`src/rtl/rv32_multicycle_sequencer.sv`:
```
// Multi-cycle RV32I control sequencer: owns PC/IR and walks FETCH/DECODE/EXECUTE/MEM/WRITEBACK.
// Optional retired-instruction counter is built when SEQ_INSTRET_EN is defined.
module rv32_multicycle_sequencer #(
    parameter logic [31:0] RESET_PC    = 32'h0000_0000,
    parameter int unsigned MEM_TIMEOUT = 16
) (
    input  logic        clk,
    input  logic        rst,
    output logic        mem_req,
    output logic        mem_we,
    output logic [31:0] mem_addr,
    input  logic        mem_ack,
    input  logic [31:0] mem_rdata,
    input  logic [31:0] data_addr,
    input  logic [31:0] next_pc_target,
    input  logic        branch_taken,
    output logic [31:0] pc,
    output logic [31:0] ir,
    output logic        alu_en,
    output logic        rf_we,
    output logic [2:0]  state,
    output logic        trap,
    output logic [2:0]  trap_cause,
    output logic [63:0] instret
);

    localparam logic [2:0] S_FETCH     = 3'd0;
    localparam logic [2:0] S_DECODE    = 3'd1;
    localparam logic [2:0] S_EXECUTE   = 3'd2;
    localparam logic [2:0] S_MEM       = 3'd3;
    localparam logic [2:0] S_WRITEBACK = 3'd4;
    localparam logic [2:0] S_TRAP      = 3'd7;

    localparam logic [2:0] CAUSE_ILLEGAL    = 3'd1;
    localparam logic [2:0] CAUSE_MISALIGNED = 3'd2;
    localparam logic [2:0] CAUSE_ECALL      = 3'd3;
    localparam logic [2:0] CAUSE_EBREAK     = 3'd4;
    localparam logic [2:0] CAUSE_BUS        = 3'd5;

    localparam logic [6:0] OPC_LUI      = 7'b0110111;
    localparam logic [6:0] OPC_AUIPC    = 7'b0010111;
    localparam logic [6:0] OPC_JAL      = 7'b1101111;
    localparam logic [6:0] OPC_JALR     = 7'b1100111;
    localparam logic [6:0] OPC_BRANCH   = 7'b1100011;
    localparam logic [6:0] OPC_LOAD     = 7'b0000011;
    localparam logic [6:0] OPC_STORE    = 7'b0100011;
    localparam logic [6:0] OPC_OP_IMM   = 7'b0010011;
    localparam logic [6:0] OPC_OP       = 7'b0110011;
    localparam logic [6:0] OPC_MISC_MEM = 7'b0001111;
    localparam logic [6:0] OPC_SYSTEM   = 7'b1110011;

    logic [6:0]  opcode;
    logic [2:0]  funct3;
    logic [6:0]  funct7;
    logic [4:0]  rd;
    logic        dec_legal;
    logic        dec_writes_rd;
    logic        dec_mem;
    logic        dec_store;
    logic        dec_jump;
    logic        dec_branch;
    logic        dec_ecall;
    logic        dec_ebreak;
    logic        take_target;
    logic [31:0] wb_target;
    logic        wb_misaligned;
    logic [31:0] wait_cnt;
    logic        timed_out;
    logic [2:0]  next_state;
    logic        trap_take;
    logic [2:0]  trap_code;

    assign opcode = ir[6:0];
    assign funct3 = ir[14:12];
    assign funct7 = ir[31:25];
    assign rd     = ir[11:7];

    always_comb begin
        dec_legal     = 1'b1;
        dec_writes_rd = 1'b0;
        dec_mem       = 1'b0;
        dec_store     = 1'b0;
        dec_jump      = 1'b0;
        dec_branch    = 1'b0;
        case (opcode)
            OPC_LUI, OPC_AUIPC: dec_writes_rd = 1'b1;
            OPC_JAL, OPC_JALR: begin
                dec_writes_rd = 1'b1;
                dec_jump      = 1'b1;
            end
            OPC_BRANCH: begin
                dec_branch = 1'b1;
                dec_legal  = (funct3 != 3'b010) && (funct3 != 3'b011);
            end
            OPC_LOAD: begin
                dec_writes_rd = 1'b1;
                dec_mem       = 1'b1;
                dec_legal     = funct3 inside {3'b000, 3'b001, 3'b010, 3'b100, 3'b101};
            end
            OPC_STORE: begin
                dec_mem   = 1'b1;
                dec_store = 1'b1;
                dec_legal = funct3 inside {3'b000, 3'b001, 3'b010};
            end
            OPC_OP_IMM: begin
                dec_writes_rd = 1'b1;
                // Only the shift-immediates constrain the upper immediate bits.
                if (funct3 == 3'b001) begin
                    dec_legal = (funct7 == 7'b0000000);
                end else if (funct3 == 3'b101) begin
                    dec_legal = (funct7 == 7'b0000000) || (funct7 == 7'b0100000);
                end
            end
            OPC_OP: begin
                dec_writes_rd = 1'b1;
                dec_legal = (funct7 == 7'b0000000) ||
                            ((funct7 == 7'b0100000) && ((funct3 == 3'b000) || (funct3 == 3'b101)));
            end
            OPC_MISC_MEM: begin
                dec_legal = 1'b1;
            end
            OPC_SYSTEM: dec_writes_rd = (funct3 != 3'b000);
            default: dec_legal = 1'b0;
        endcase
    end

    assign dec_ecall  = (ir == 32'h0000_0073);
    assign dec_ebreak = (ir == 32'h0010_0073);

    assign take_target   = dec_jump || (dec_branch && branch_taken);
    assign wb_target     = take_target ? next_pc_target : pc + 32'd4;
    assign wb_misaligned = take_target && (next_pc_target[1:0] != 2'b00);

    // Handshake: in FETCH and MEM, mem_req stays high (with stable mem_addr/mem_we)
    // until a cycle in which mem_ack is high; that cycle completes the transfer.
    assign mem_req  = !rst && ((state == S_FETCH) || (state == S_MEM));
    assign mem_we   = !rst && (state == S_MEM) && dec_store;
    assign mem_addr = (state == S_MEM) ? data_addr : pc;
    assign alu_en   = !rst && (state == S_EXECUTE);
    assign rf_we    = !rst && (state == S_WRITEBACK) && dec_writes_rd &&
                      (rd != 5'd0) && !wb_misaligned;
    assign trap     = (state == S_TRAP);

    // An ack in the final allowed cycle completes normally rather than trapping.
    assign timed_out = (MEM_TIMEOUT != 32'd0) && mem_req && !mem_ack &&
                       (wait_cnt == 32'(MEM_TIMEOUT - 32'd1));

    always_comb begin
        next_state = state;
        trap_take  = 1'b0;
        trap_code  = 3'd0;
        case (state)
            S_FETCH: begin
                if (mem_ack) begin
                    next_state = S_DECODE;
                end else if (timed_out) begin
                    trap_take = 1'b1;
                    trap_code = CAUSE_BUS;
                end
            end
            S_DECODE: begin
                if (!dec_legal) begin
                    trap_take = 1'b1;
                    trap_code = CAUSE_ILLEGAL;
                end else if (dec_ecall) begin
                    trap_take = 1'b1;
                    trap_code = CAUSE_ECALL;
                end else if (dec_ebreak) begin
                    trap_take = 1'b1;
                    trap_code = CAUSE_EBREAK;
                end else begin
                    next_state = S_EXECUTE;
                end
            end
            S_EXECUTE: next_state = dec_mem ? S_MEM : S_WRITEBACK;
            S_MEM: begin
                if (mem_ack) begin
                    next_state = S_WRITEBACK;
                end else if (timed_out) begin
                    trap_take = 1'b1;
                    trap_code = CAUSE_BUS;
                end
            end
            S_WRITEBACK: begin
                if (wb_misaligned) begin
                    trap_take = 1'b1;
                    trap_code = CAUSE_MISALIGNED;
                end else begin
                    next_state = S_FETCH;
                end
            end
            S_TRAP: next_state = S_TRAP;
            default: begin
                trap_take = 1'b1;
                trap_code = CAUSE_ILLEGAL;
            end
        endcase
        if (trap_take) begin
            next_state = S_TRAP;
        end
    end

    always_ff @(posedge clk) begin
        if (rst) begin
            state      <= S_FETCH;
            pc         <= RESET_PC;
            ir         <= 32'h0;
            trap_cause <= 3'd0;
            wait_cnt   <= 32'd0;
        end else begin
            state <= next_state;
            if (trap_take && (trap_cause == 3'd0)) begin
                trap_cause <= trap_code;
            end
            if ((state == S_FETCH) && mem_ack) begin
                ir <= mem_rdata;
            end
            if ((state == S_WRITEBACK) && !wb_misaligned) begin
                pc <= wb_target;
            end
            if ((next_state != state) && ((next_state == S_FETCH) || (next_state == S_MEM))) begin
                wait_cnt <= 32'd0;
            end else if (mem_req && !mem_ack) begin
                wait_cnt <= wait_cnt + 32'd1;
            end
        end
    end

`ifdef SEQ_INSTRET_EN
    logic [63:0] instret_cnt;

    always_ff @(posedge clk) begin
        if (rst) begin
            instret_cnt <= 64'h0;
        end else if ((state == S_WRITEBACK) && !wb_misaligned) begin
            instret_cnt <= instret_cnt + 64'd1;
        end
    end

    assign instret = instret_cnt;
`else
    assign instret = 64'h0;
`endif

endmodule
```
`config.mk`:
```
export PLATFORM = sky130hd
export DESIGN_NAME = rv32_multicycle_sequencer
export DESIGN_NICKNAME = d
export VERILOG_FILES = /design/src/rtl/rv32_multicycle_sequencer.sv
export SDC_FILE = /design/constraint.sdc
export NUM_CORES = 1
export LEC_CHECK = 0
export CORE_MARGIN = 2
export CORE_UTILIZATION = 43
export CTS_CLUSTER_SIZE = 16
export DETAILED_ROUTE_END_ITERATION = 8
export HOLD_SLACK_MARGIN = 0.12
export MAX_ROUTING_LAYER = met4
export PLACE_DENSITY = 0.92
export SKIP_LAST_GASP = 1
export SLEW_MARGIN = 40
export SYNTH_ARGS = -nofsm -noshare
export SYNTH_HDL_FRONTEND = slang
export SYNTH_SLANG_ARGS = --single-unit
```
`constraint.sdc`:
```
create_clock -name clk -period 2.1 [get_ports clk]
set_clock_uncertainty 0.05 [all_clocks]
set_input_delay 0.315 -clock clk [delete_from_list [all_inputs] [get_ports clk]]
set_output_delay 0.315 -clock clk [all_outputs]
set_load 0.02 [all_outputs]
```
# Word level (Yosys, flattened, before mapping)
# Index checks and enable logic that the tools add are counted.
# classes
addsub	2
eq_ne	28
muxes	33
reduce_logical	44
# op_table
operator	count
32-bit two-way mux	2
3-bit two-way mux	13
32-bit by 1-bit adder with 32-bit output, second input constant	1
32-bit by 3-bit adder with 32-bit output, second input constant	1
32-bit by 21-bit == test with 1-bit output, second input constant	1
32-bit by 4-bit == test with 1-bit output, second input constant	1
32-bit by 7-bit == test with 1-bit output, second input constant	1
7-bit by 6-bit == test with 1-bit output, second input constant	4
7-bit == test, second input constant	4
1-bit logical AND	18
3-bit one-hot mux with 6 select lines	1
7-bit by 5-bit == test with 1-bit output, second input constant	2
3-bit by 2-bit == test with 1-bit output, second input constant	4
3-bit == test, second input constant	4
3-bit zero test	4
1-bit two-way mux	12
3-bit one-hot mux with 4 select lines	1
5-bit nonzero test	2
2-bit OR reduction	5
7-bit by 2-bit == test with 1-bit output, second input constant	1
7-bit by 4-bit == test with 1-bit output, second input constant	1
7-bit zero test	1
7-bit OR reduction	1
3-bit by 1-bit == test with 1-bit output, second input constant	2
11 further kinds	20
# word_totals
reg_bits	102
inputBits	100
out_inout_bits	171
elab_cells	112

# Depth between registers and ports, before layout
# Gate-level depths: netlist of the first run.
# depth
ltp_word	13
ltp_mapped	8
mapped_depth_nobuf	6

# Worst setup path before layout of the first run
# Ideal clock, no wire load.
# synth_path
kind	register to output
from	reg state[1]
to	out mem_we
arrival_time_ps	2191
required_ps	1735
slack_ps	-456
path_stages_with_launch	7
path_buffers	3
path_cell_list	dfxtp_1 > buf_2 > nand2_1 > or2_2 > clkbuf_1 > buf_2 > nor4b_1
# synth_between
elab_chain_len	3
# synth_rtl
element	line_no	text
start, declared	21	output logic [2:0] state,
start signal, assigned	211	state <= next_state;
3-bit by 2-bit == test with 1-bit output	137	assign mem_we = !rst && (state == S_MEM) && dec_store;
1-bit logical AND (2 in a row)	137	
end, declared	10	output logic mem_we,
# No other way between the ends.

# Worst setup path after layout of the first run
# layout_path
from	reg state[1]
to	out mem_addr[0]
# layout_between
elab_chain_len	2
# layout_rtl
element	line_no	text
3-bit by 2-bit == test with 1-bit output	138	assign mem_addr = (state == S_MEM) ? data_addr : pc;
32-bit two-way mux	138	
end, declared	11	output logic [31:0] mem_addr,
# No other way between the ends.

==> results.md, run 1 <==
| Parameter | Value | Unit |
|:---|:---|:---|
| Type of the most critical hold path | in -> reg | - |
| Number of synthesized flops with an enable pin | 0 | - |
| Number of diodes added for antenna fixing | 0 | - |
| Synth area leaders | sky130_fd_sc_hd__dfxtp_1 (32%), sky130_fd_sc_hd__buf_4 (7.8%), sky130_fd_sc_hd__mux2_2 (5.7%) | - |
| Endpoint of the most critical register-to-register path | pc[26] | - |
| Initial Util | 43.6 | % |
| Critical path class | reg -> out | - |
| Synthesized area | 6290 | um^2 |
| Share of Yosys cell area claimed by the top area cell type | 32.5 | % |
| Initial detailed-routing violation count | 612 | - |
| Data arrival time of the critical path | 1.77 | ns |
| Horiz. Die Dim | 125 | um |
| Share of the clock period used by the worst path | 102 | % |
| Number of buffers added by the clock tree synthesis step | 9 | - |
| Worst Setup End Kind | output pin | - |
| Wire length of the first global-routing pass | 32100 | um |
| Synth Instances | 781 | - |
| Multi-input gate area | 3790 | um^2 |
| Hold-fix buffers, CTS | 0 | - |
| Violations in the final reports | negative setup slack | - |
| Start of the worst register-to-register path | ir[4] | - |
| I/O pin count | 271 | - |
| Synthesized area divided by synthesized cell count | 8.05 | um^2 |
| Largest net degree at the start of global routing | 38 | - |
| Library cells used by synthesis | 71 | - |
| Leakage power | 3.67 | nW |
| Number of placed instances with taps included | 1203 | - |
| Share of layout cells above drive strength 1 | 20.8 | % |
| Die boundary height | 125 | um |
| Yosys warns | 0 | - |
| Detail-routed net length per standard cell | 16.6 | um |
| Overflow after GRT | 0 | - |
| Global placer's final weighted congestion | 0.917 | - |
| Number of core rows | 44 | - |
| Crit path time final | 2.14 | ns |
| Deepest clock path buffer count | 2 | - |
| Top_reg_cell synth | sky130_fd_sc_hd__dfxtp_1 | - |
| Area delta synth->final | 44.0 | % |
| Clock root buffer | sky130_fd_sc_hd__clkbuf_16 | - |
| Worst-case register-to-register setup slack | 0.04 | ns |
| Number of global-route vias before repair | 6434 | - |
| Number of clock sinks | 102 | - |
| IR drop worst, VDD | 0.000665 | V |
| Worst Min Path Start | rst | - |
| Final worst setup slack | -0.0372 | ns |
| Post-route non-filler standard cell count | 1225 | - |
| Number of storage elements in the synthesis netlist | 102 | - |
| Cell types with the highest counts after synthesis | sky130_fd_sc_hd__dfxtp_1 (102), sky130_fd_sc_hd__nand2_1 (96), sky130_fd_sc_hd__buf_4 (65) | - |
| Largest fanout of any net on the critical path | 14 | - |
| Gr usage total | 25.5 | % |
| Total count of hold-check failures in the final report | 0 | - |
| Detail-routed via count per cell | 5.56 | - |
| NumNets Final | 1138 | - |
| Total half-perimeter wirelength after legalization and detailed placement | 15000 | um |
| Worst Hold End | state[1] | - |
| Layout filler cell count | 1189 | - |
| F_max | 468 | MHz |
| Fraction of registers with async set/reset | 0 | % |
| Pins over their slew limit | 0 | - |
| Register cell area after layout | 2050 | um^2 |
| Overall die area | 15600 | um^2 |
| Antenna violations before repair | 0 | - |
| Core Footprint | 14400 | um^2 |
| Ratio of total power to cell area | 837 | nW/um^2 |
| Later-pin clock latency in the skew report | 0.36 | ns |
| Most frequent cell after synthesis | sky130_fd_sc_hd__dfxtp_1 | - |
| Clock tree from TritonCTS | built | - |
| Count of endpoints failing setup in the final report | 14 | - |
| Buffers on Ports | 206 | - |
| Number of nets with antenna violations after detailed routing | 0 | - |
| Cell accounting for the most synthesized area | sky130_fd_sc_hd__dfxtp_1 | - |
| Via total after detailed routing | 6807 | - |
| Worst Reg2Reg Path Length in Cells | 8 | - |
| Data required time of the critical path | 1.74 | ns |
| Cell depth of the worst min-delay path | 3 | - |
| Critical path startpoint category | register | - |
| Reg clk slew, reported paths | 0.08 | ns |
| Worst hold slack | 0.352 | ns |
| Unrepaired setup endpoints after global routing | true | - |
| Total wire length after detailed routing | 20400 | um |
| Run status | finished with violations | - |
| # DRC | 0 | - |
| Router iterations before antenna repair | 6 | - |
| Max-capacitance violation count | 0 | - |
| CTS HTree Levels | 3 | - |
| Seq/Total Area, Yosys | 32.5 | % |
-- area by class of cell --
type / count / share of cell area [%]
tap: 184 / 2.54
inverter: 10 / 0.414
sequential: 102 / 22.7
multi-input combinational: 619 / 41.8
timing repair buffer: 294 / 29.1
clock inverter: 7 / 1.02
clock buffer: 9 / 2.49
-- kinds of logic (layout without fill, tap and decap cells) --
family / after synthesis / count (layout) / share of synthesized area, %
xor+xnor: 35 / 35 / 4.99
buf+inv: 123 / 320 / 12.1
mux: 36 / 36 / 6.37
compound gates: 150 / 150 / 15.4
other cells: 1 / 64 / 0.0596
simple gates: 332 / 332 / 28.2
flops: 102 / 102 / 32.5
fa+ha+maj: 2 / 2 / 0.398
-- timing repair --
item | in CTS | in global routing
setup endpoints to repair | 37 | 30
gates resized for setup | 135 | 26
buffers inserted | 2 | 5
pin swaps | 1 | 7
-- layer usage --
metal	vias to the layer above	GRT usage, %	routed length, um
met2	408	42.3	9960
met1	3137	31.2	8070
met3	73	5.39	1770
met5	-	-	0
li1	3189	-	-
met4	0	7.91	573
-- through the flow --
stage	area, um^2	setup TNS (ns)	setup WS (ns)	util [%]	power, W
3_5_place_dp	8800	-9.36	-0.332	61.0	0.00581
5_1_grt	9060	-1.45	-0.101	62.8	0.00794
3_3_place_gp	8800	-6.04	-0.290	61.0	0.00573
2_1_floorplan	6550	-1.18	-0.0588	-	0.00435
6_report	9060	-0.117	-0.0372	62.8	0.00758
4_1_cts	8980	-0.829	-0.239	62.2	0.00751
-- report_power, final --
part,internal (W),switching [W]
Sequential,0.00216,0.000213
Combinational,0.00149,0.00192
Clock,0.000957,0.000839
Total,0.00460,0.00298
-- worst max path at each step --
stage | startpoint | to | slack, ns
floorplan | state[2] | mem_addr[10] | -0.06
global placement | branch_taken | rf_we | -0.29
detailed placement | branch_taken | rf_we | -0.33
CTS | ir[4] | rf_we | -0.24
global route | ir[4] | rf_we | -0.10
finish | state[1] | mem_addr[0] | -0.04
-- cells in the final DEF, fill, tap and decap left out, drive strengths merged, types with 5 or more instances in the layout --
cell type / count
a22oi: 6
o22ai: 6
inv: 13
a211oi: 13
nand3: 38
xor2: 28
and4: 5
or3: 8
nand2: 96
clkdlybuf4s50: 169
clkbuf: 10
xnor2: 7
buf: 122
nor3: 19
and3: 14
o211ai: 5
nand4: 26
conb: 64
a21oi: 63
a31oi: 6
dfxtp: 102
nand2b: 9
nor4: 27
mux2: 32
o21ai: 19
nor2: 62
-- sequential cells by signal, indices dropped and copies added (netlist names) --
name,count
wait_cnt,32
state,3
pc,32
trap_cause,3
ir,32
-- worst max-delay path, stage by stage (launching register included) --
cell                      delay (ns)
sky130_fd_sc_hd__dfxtp_2        0.33
sky130_fd_sc_hd__nand2_1        0.07
sky130_fd_sc_hd__or2_4          0.27
sky130_fd_sc_hd__buf_4          0.15
sky130_fd_sc_hd__buf_12         0.14
sky130_fd_sc_hd__mux2_2         0.29
sky130_fd_sc_hd__buf_2          0.17
Power figures use the tool's default switching activity.
==> inputs of run 2 (changes only) <==
--- a/config.mk
+++ b/config.mk
@@ -9,6 +9,7 @@
 export CORE_UTILIZATION = 43
 export CTS_CLUSTER_SIZE = 16
 export DETAILED_ROUTE_END_ITERATION = 8
+export GPL_ROUTABILITY_DRIVEN = 0
 export HOLD_SLACK_MARGIN = 0.12
 export MAX_ROUTING_LAYER = met4
 export PLACE_DENSITY = 0.92
==> results of run 2 <==
The final DEF is identical to that of run 1; final timing and power are the same.
==> inputs of run 3 (changes only) <==
--- a/config.mk
+++ b/config.mk
@@ -10,7 +10,7 @@
 export CTS_CLUSTER_SIZE = 16
 export DETAILED_ROUTE_END_ITERATION = 8
 export GPL_ROUTABILITY_DRIVEN = 0
-export HOLD_SLACK_MARGIN = 0.12
+export HOLD_SLACK_MARGIN = 0.1
 export MAX_ROUTING_LAYER = met4
 export PLACE_DENSITY = 0.92
 export SKIP_LAST_GASP = 1
==> results of run 3 <==
The final DEF is identical to that of run 1; final timing and power are the same.
